<file path="src/rtl/ga23_layer_pf.sv">
// GA23 tile-layer engine: tile addressing, descriptor capture, SDRAM row
// fetch with a held req/rdy handshake, and 4bpp pixel serialisation.
// Ports:
//   clk, reset                 clock and synchronous active-high reset
//   ce_pix                     pixel clock enable (capture and pixel output)
//   NL, large_tileset          flipped screen, upper tile bank select
//   control                    [0] rowscroll en, [1] rowselect en, [2] wide,
//                              [7] disable, [11:8] VRAM base
//   x_base..rowselect          scroll inputs
//   vram_addr                  VRAM word address of the current tile (comb)
//   load, attrib, index        tile descriptor capture
//   sdr_addr/sdr_req/sdr_rdy   SDRAM row fetch handshake, sdr_data row data
//   dbg_enabled                debug layer enable
//   color_out, prio_out        mixer pixel {palette, pixel} and priority
//   overflow, underflow        sticky queue error flags
module ga23_layer_pf #(
  parameter int unsigned DESC_DEPTH = 4,
  parameter int unsigned ROW_DEPTH  = 4,
  parameter bit          WIDE_EN    = 1'b1,
  parameter int unsigned SDR_AW     = 22
) (
  input  logic              clk,
  input  logic              reset,
  input  logic              ce_pix,
  input  logic              NL,
  input  logic              large_tileset,
  input  logic [15:0]       control,
  input  logic [9:0]        x_base,
  input  logic [9:0]        y_base,
  input  logic [9:0]        rowscroll,
  input  logic [9:0]        rowselect,
  output logic [14:0]       vram_addr,
  input  logic              load,
  input  logic [15:0]       attrib,
  input  logic [15:0]       index,
  output logic [SDR_AW-1:0] sdr_addr,
  output logic              sdr_req,
  input  logic              sdr_rdy,
  input  logic [31:0]       sdr_data,
  input  logic              dbg_enabled,
  output logic [10:0]       color_out,
  output logic              prio_out,
  output logic              overflow,
  output logic              underflow
);
  localparam int unsigned DPW = $clog2(DESC_DEPTH);
  localparam int unsigned DCW = DPW + 1;
  localparam int unsigned RPW = $clog2(ROW_DEPTH);
  localparam int unsigned RCW = RPW + 1;

  typedef struct packed {
    logic [SDR_AW-1:0] addr;
    logic [6:0]        palette;
    logic [1:0]        prio;
    logic              flip_x;
    logic [2:0]        offset;
  } desc_t;

  typedef struct packed {
    logic [31:0] data;
    logic [6:0]  palette;
    logic [1:0]  prio;
    logic        flip_x;
    logic [2:0]  offset;
  } row_t;

  typedef enum logic {S_IDLE, S_WAIT} state_t;

  // Scroll arithmetic and VRAM address (all mod 1024, sum wraps at 15 bits)
  logic       enabled, wide;
  logic [9:0] x, y;
  logic [6:0] tile_x;
  logic [5:0] tile_y;

  assign enabled = ~control[7] & dbg_enabled;
  assign wide    = WIDE_EN & control[2];
  assign x       = x_base + (control[0] ? rowscroll : 10'd0);
  assign y       = y_base + (control[1] ? rowselect : 10'd0);
  assign tile_x  = NL ? x[9:3] - (wide ? 7'd32 : 7'd0) : x[9:3] + (wide ? 7'd32 : 7'd0);
  assign tile_y  = y[8:3];

  always_comb begin
    if (wide) vram_addr = {control[11:9], 12'd0} + 15'({tile_y, tile_x, 1'b0});
    else      vram_addr = {control[11:8], 11'd0} + 15'({tile_y, tile_x[5:0], 1'b0});
  end

  // Descriptor built from the current tile inputs
  desc_t      cap_desc;
  logic [2:0] cap_row;
  logic       cap_en;

  assign cap_row = attrib[11] ? ~y[2:0] : y[2:0];
  assign cap_en  = ce_pix & load & enabled;

  always_comb begin
    cap_desc.addr    = SDR_AW'({attrib[12] & large_tileset, index, cap_row, 2'b00});
    cap_desc.palette = attrib[6:0];
    cap_desc.prio    = attrib[9] ? 2'b11 : attrib[8:7];
    cap_desc.flip_x  = attrib[10] ^ NL;
    cap_desc.offset  = x[2:0] ^ {3{NL}};
  end

  // Descriptor queue
  desc_t          desc_mem_q [DESC_DEPTH];
  logic [DPW-1:0] desc_wp_q, desc_rp_q;
  logic [DCW-1:0] desc_cnt_q;
  logic           desc_full, desc_empty, desc_push, desc_pop;
  desc_t          desc_head;
  state_t         state_q;

  assign desc_full  = (desc_cnt_q == DCW'(DESC_DEPTH));
  assign desc_empty = (desc_cnt_q == '0);
  assign desc_push  = cap_en & ~desc_full;
  assign desc_pop   = (state_q == S_WAIT) & sdr_rdy;
  assign desc_head  = desc_mem_q[desc_rp_q];

  always_ff @(posedge clk) begin
    if (reset) begin
      for (int unsigned i = 0; i < DESC_DEPTH; i++) desc_mem_q[i] <= '0;
      desc_wp_q  <= '0;
      desc_rp_q  <= '0;
      desc_cnt_q <= '0;
      overflow   <= 1'b0;
    end else begin
      if (desc_push) begin
        desc_mem_q[desc_wp_q] <= cap_desc;
        desc_wp_q             <= desc_wp_q + DPW'(1);
      end
      if (desc_pop) desc_rp_q <= desc_rp_q + DPW'(1);
      desc_cnt_q <= desc_cnt_q + DCW'(desc_push) - DCW'(desc_pop);
      if (cap_en & desc_full) overflow <= 1'b1;
    end
  end

  // Row FIFO; a fetch only starts with space free, so a push never drops
  row_t           row_mem_q [ROW_DEPTH];
  logic [RPW-1:0] row_wp_q, row_rp_q;
  logic [RCW-1:0] row_cnt_q;
  logic           row_full, row_empty, row_push, row_pop, pc_wrap;
  logic [2:0]     pc_q;
  row_t           row_in;

  assign row_full  = (row_cnt_q == RCW'(ROW_DEPTH));
  assign row_empty = (row_cnt_q == '0);
  assign row_push  = desc_pop;
  assign pc_wrap   = ce_pix & (pc_q == 3'd7);
  assign row_pop   = pc_wrap & ~row_empty;

  always_comb begin
    row_in.data    = sdr_data;
    row_in.palette = desc_head.palette;
    row_in.prio    = desc_head.prio;
    row_in.flip_x  = desc_head.flip_x;
    row_in.offset  = desc_head.offset;
  end

  always_ff @(posedge clk) begin
    if (reset) begin
      for (int unsigned i = 0; i < ROW_DEPTH; i++) row_mem_q[i] <= '0;
      row_wp_q  <= '0;
      row_rp_q  <= '0;
      row_cnt_q <= '0;
    end else begin
      if (row_push) begin
        row_mem_q[row_wp_q] <= row_in;
        row_wp_q            <= row_wp_q + RPW'(1);
      end
      if (row_pop) row_rp_q <= row_rp_q + RPW'(1);
      row_cnt_q <= row_cnt_q + RCW'(row_push) - RCW'(row_pop);
    end
  end

  // Fetch FSM: request held with a stable address until rdy
  always_ff @(posedge clk) begin
    if (reset) begin
      state_q  <= S_IDLE;
      sdr_req  <= 1'b0;
      sdr_addr <= '0;
    end else begin
      case (state_q)
        S_IDLE: begin
          if (!desc_empty && !row_full) begin
            sdr_addr <= desc_head.addr;
            sdr_req  <= 1'b1;
            state_q  <= S_WAIT;
          end
        end
        S_WAIT: begin
          if (sdr_rdy) begin
            sdr_req <= 1'b0;
            state_q <= S_IDLE;
          end
        end
        default: state_q <= S_IDLE;
      endcase
    end
  end

  // Pixel counter and active row; an empty pop yields a transparent row
  row_t act_q;

  always_ff @(posedge clk) begin
    if (reset) begin
      pc_q      <= '0;
      act_q     <= '0;
      underflow <= 1'b0;
    end else if (ce_pix) begin
      pc_q <= pc_q + 3'd1;
      if (pc_wrap) begin
        if (row_empty) begin
          act_q     <= '0;
          underflow <= 1'b1;
        end else begin
          act_q <= row_mem_q[row_rp_q];
        end
      end
    end
  end

  // Pixel select: column rotated by offset, bit order reversed unless flipped
  logic [2:0] pix_col, pix_bit;
  logic [3:0] pixel;

  always_comb begin
    pix_col = pc_q + act_q.offset;
    pix_bit = act_q.flip_x ? pix_col : 3'd7 - pix_col;
    pixel   = '0;
    for (int k = 0; k < 4; k++) pixel[k] = act_q.data[{k[1:0], pix_bit}];
  end

  assign color_out = enabled ? {act_q.palette, pixel} : 11'd0;
  assign prio_out  = enabled & ((act_q.prio[0] & pixel[3]) | (act_q.prio[1] & (|pixel)));

  logic unused_bits;
  assign unused_bits = ^{attrib[15:13], control[15:12], control[6:3], y[9]};
endmodule

</file>
<file path="config.mk">
export PLATFORM = sky130hd
export DESIGN_NAME = ga23_layer_pf
export DESIGN_NICKNAME = d
export VERILOG_FILES = /design/src/rtl/ga23_layer_pf.sv
export SDC_FILE = /design/constraint.sdc
export NUM_CORES = 1
export LEC_CHECK = 0
export ABC_AREA = 1
export CORE_MARGIN = 2
export CORE_UTILIZATION = 51
export CTS_BUF_LIST = sky130_fd_sc_hd__clkbuf_8
export DETAILED_ROUTE_END_ITERATION = 12
export DONT_BUFFER_PORTS = 1
export GPL_ROUTABILITY_DRIVEN = 0
export GPL_TIMING_DRIVEN = 0
export PLACE_DENSITY = 0.66
export SLEW_MARGIN = 20
export SYNTH_ARGS = -nofsm -noshare
export SYNTH_HDL_FRONTEND = slang
export SYNTH_SLANG_ARGS = --single-unit
export TNS_END_PERCENT = 5
</file>
<file path="constraint.sdc">
create_clock -name clk -period 5.8 [get_ports clk]
set_input_delay 1.16 -clock clk [delete_from_list [all_inputs] [get_ports clk]]
set_output_delay 1.16 -clock clk [all_outputs]
set_load 0.02 [all_outputs]
</file>
==> results_dict.tcl <==
set metrics [dict create \
    vias_per_cell 5.447 \
    synth_seq_cells 402 \
    cts_resized 0 \
    finalHoldViolations 0 \
    grt_pass1_wl_mm 75.04 \
    grtUsageTotal 0.2535 \
    rsz0062_at_grt "no" \
    cts_buffers 66 \
    p_per_area_nw_per_um2 325.8 \
    synth_area_leader_cell "edfxtp_1" \
    drt_pass1_iterations 8 \
    ys_seq_area_frac 0.5992 \
    clock_sinks 402 \
    synth_commonest_cells "nor2_1, edfxtp_1, nand2_1, inv_1, o21ai_0" \
    cp.arrival_ns 3.87 \
    worst_ep_required_time_ns 4.64 \
    grt_start_max_net_pins 46 \
    synth_edf_count 312 \
    worst_pin_slew_ns 0.7907 \
    holdWs_ns 0.4655 \
    rows 70 \
    r2r-start "pc_q[0]" \
    syn-cell-area_um2 18640 \
    antenna_cells 0 \
    cts_tree "yes" \
    wl_mm 47.90 \
    io_pins 180 \
    start_util 0.5141 \
    leakagePower_nw 8.152 \
    globalRouteOverflowTotal 0 \
    die_h_um 195.2 \
    finalNetCount 2230 \
    maxCapViolCount 0 \
    drtAntennaViolNets 0 \
    r2r_end "row_cnt_q[2]" \
    post_cts_buffers 0 \
    status "finished, final reports clean" \
    drv_slew 0 \
    worstRegToRegCells 13 \
    ctsRootBufferMaster "clkbuf_8" \
    grt_pass1_vias 14080 \
    clkTransAtPathRegs_ns 0.06 \
    final_core_util 0.5686 \
    drc_errors 0 \
    port_buffers 0 \
    antenna_found_initial 0 \
    ys.flop_type "edfxtp_1" \
    syn_avg_cell_area_um2 9.373 \
    start_kind "input pin" \
    finalCritPeriodShare 0.8669 \
    dp_slack_ns 0.7217 \
    max_freq_mhz 198.9 \
    ys_async_sr_fraction 0 \
    regToRegSetupSlack_ns 2.64 \
    period_minus_slack_ns 5.028 \
    die_area_um2 38100 \
    hp-class "register to register" \
    synthCells 1989 \
    area_growth_pct 10.59 \
    ys_warn_count 0 \
    cts_buffer_depth 3 \
    synth_cell_types 43 \
    maxSlewHeadroom 0.4700 \
    routed-via-count 14080 \
    crit_type "input pin to output port" \
    peakVddDrop_v 0.0002806 \
    wl_per_cell_um 18.54 \
    yosysMostFrequentCell "nor2_1" \
    yosysTopAreaCellShare 0.5026 \
    cts_hold_buf 0 \
    die_x_um 195.2 \
    setup.worst_path.end "vram_addr[13]" \
    crit_fanout 9 \
    setup_slack_ns 0.7722 \
    critPathLaunch "control[1]" \
    end_kind "output port" \
    fp.coreArea_um2 36260 \
    setup_viol 0 \
    cts_max_level 3 \
    drt_iter0_drc 1044 \
    tns_ns 0 \
    clkLatencyLatePin_ns 0.60 \
    synth_area_leaders "edfxtp_1, nor2_1, dfxtp_1" \
    dpl.hpwl_mm 32.12 \
    drive_above_1_share 0.09121 \
    skew_ns 0.03532 \
    nFillCells 3188 \
]
worst min-delay path by stage:
stage,start,endpoint,slack [ns],cells past startpoint
CTS,state_q,state_q,0.46,2
global placement,state_q,state_q,0.44,2
global route,act_q[28],act_q[28],0.49,2
finish,act_q[12],act_q[12],0.47,2
floorplan,state_q,state_q,0.44,2
detailed placement,state_q,state_q,0.45,2
per-layer routing:
metal,global-route usage,vias up,share of wire
met4,0.09330,0,0.026
li1,-,6726,-
met1,0.3239,6699,0.41
met5,0,-,0
met3,0.05302,94,0.078
met2,0.4275,557,0.49
sequential cells by signal (all words and copies together), names as in the netlist, 3 cells and up, named ones only:
register    flops
row_mem_q     180
desc_mem_q    132
act_q          45
sdr_addr       20
desc_cnt_q      3
pc_q            3
row_cnt_q       3
per-stage QoR:
step	cells	power, mW	area [um^2]
finish	2584	6.717	20620
floorplan	1991	4.132	18650
global route	2584	7.002	20620
detailed placement	2466	4.438	19380
CTS	2583	6.754	20600
global placement	2459	4.410	19240
layout by cell type, fill, tap and decap left out, drive strengths merged, types with 4 or more instances in the layout:
cell type / n
fa: 7
nand2: 243
o32ai: 45
dfxtp: 90
o21ai: 139
clkbuf: 139
xnor2: 9
xor2: 22
o22ai: 32
nand3: 47
inv: 275
buf: 60
clkinv: 14
nand4: 4
ha: 28
nor2: 497
nor3: 35
edfxtp: 312
a21oi: 93
or2: 6
cells by family (layout without fill, tap and decap cells):
| group | count (synthesis) | after routing | share of synthesized area |
|---|---|---|---|
| AO/OA/AOI/OAI | 320 | 320 | 0.09899 |
| XOR/XNOR | 31 | 31 | 0.01597 |
| adder cells (fa/ha/maj) | 35 | 35 | 0.02631 |
| buffers and inverters | 366 | 491 | 0.07953 |
| flip-flops | 402 | 402 | 0.5992 |
| other | 1 | 3 | 0.0002011 |
| AND/OR/NAND/NOR | 834 | 834 | 0.1798 |
report_power, final:
part / internal [mW] / leakage [nW] / switching (mW)
combinational: 0.275 / 3.47 / 0.661
clock: 1.21 / 0.729 / 1.13
sequential: 3.31 / 3.96 / 0.134
worst max-delay path, stage by stage:
cell and delay (ns):
clkbuf_1 0.18, nand2_1 0.10, inv_1 0.05, ha_1 0.20, fa_1 0.40, nand3_1 0.10
nand3_1 0.14, nand4_1 0.11, nand2_1 0.07, or2_2 0.27, nand2_1 0.11, fa_1 0.42
o21ai_0 0.56
layout make-up:
cell class	count	area, um^2	area share
Clock inverter	43	205.2	0.009953
Sequential cell	402	11170	0.5418
Buffer	117	545.5	0.02646
Clock buffer	74	1018	0.04940
Timing Repair Buffer	8	120.1	0.005826
Inverter	249	939.7	0.04558
Multi-Input combinational cell	1223	6032	0.2926
Tap cell	468	585.6	0.02840
Power figures use the tool's default switching activity.
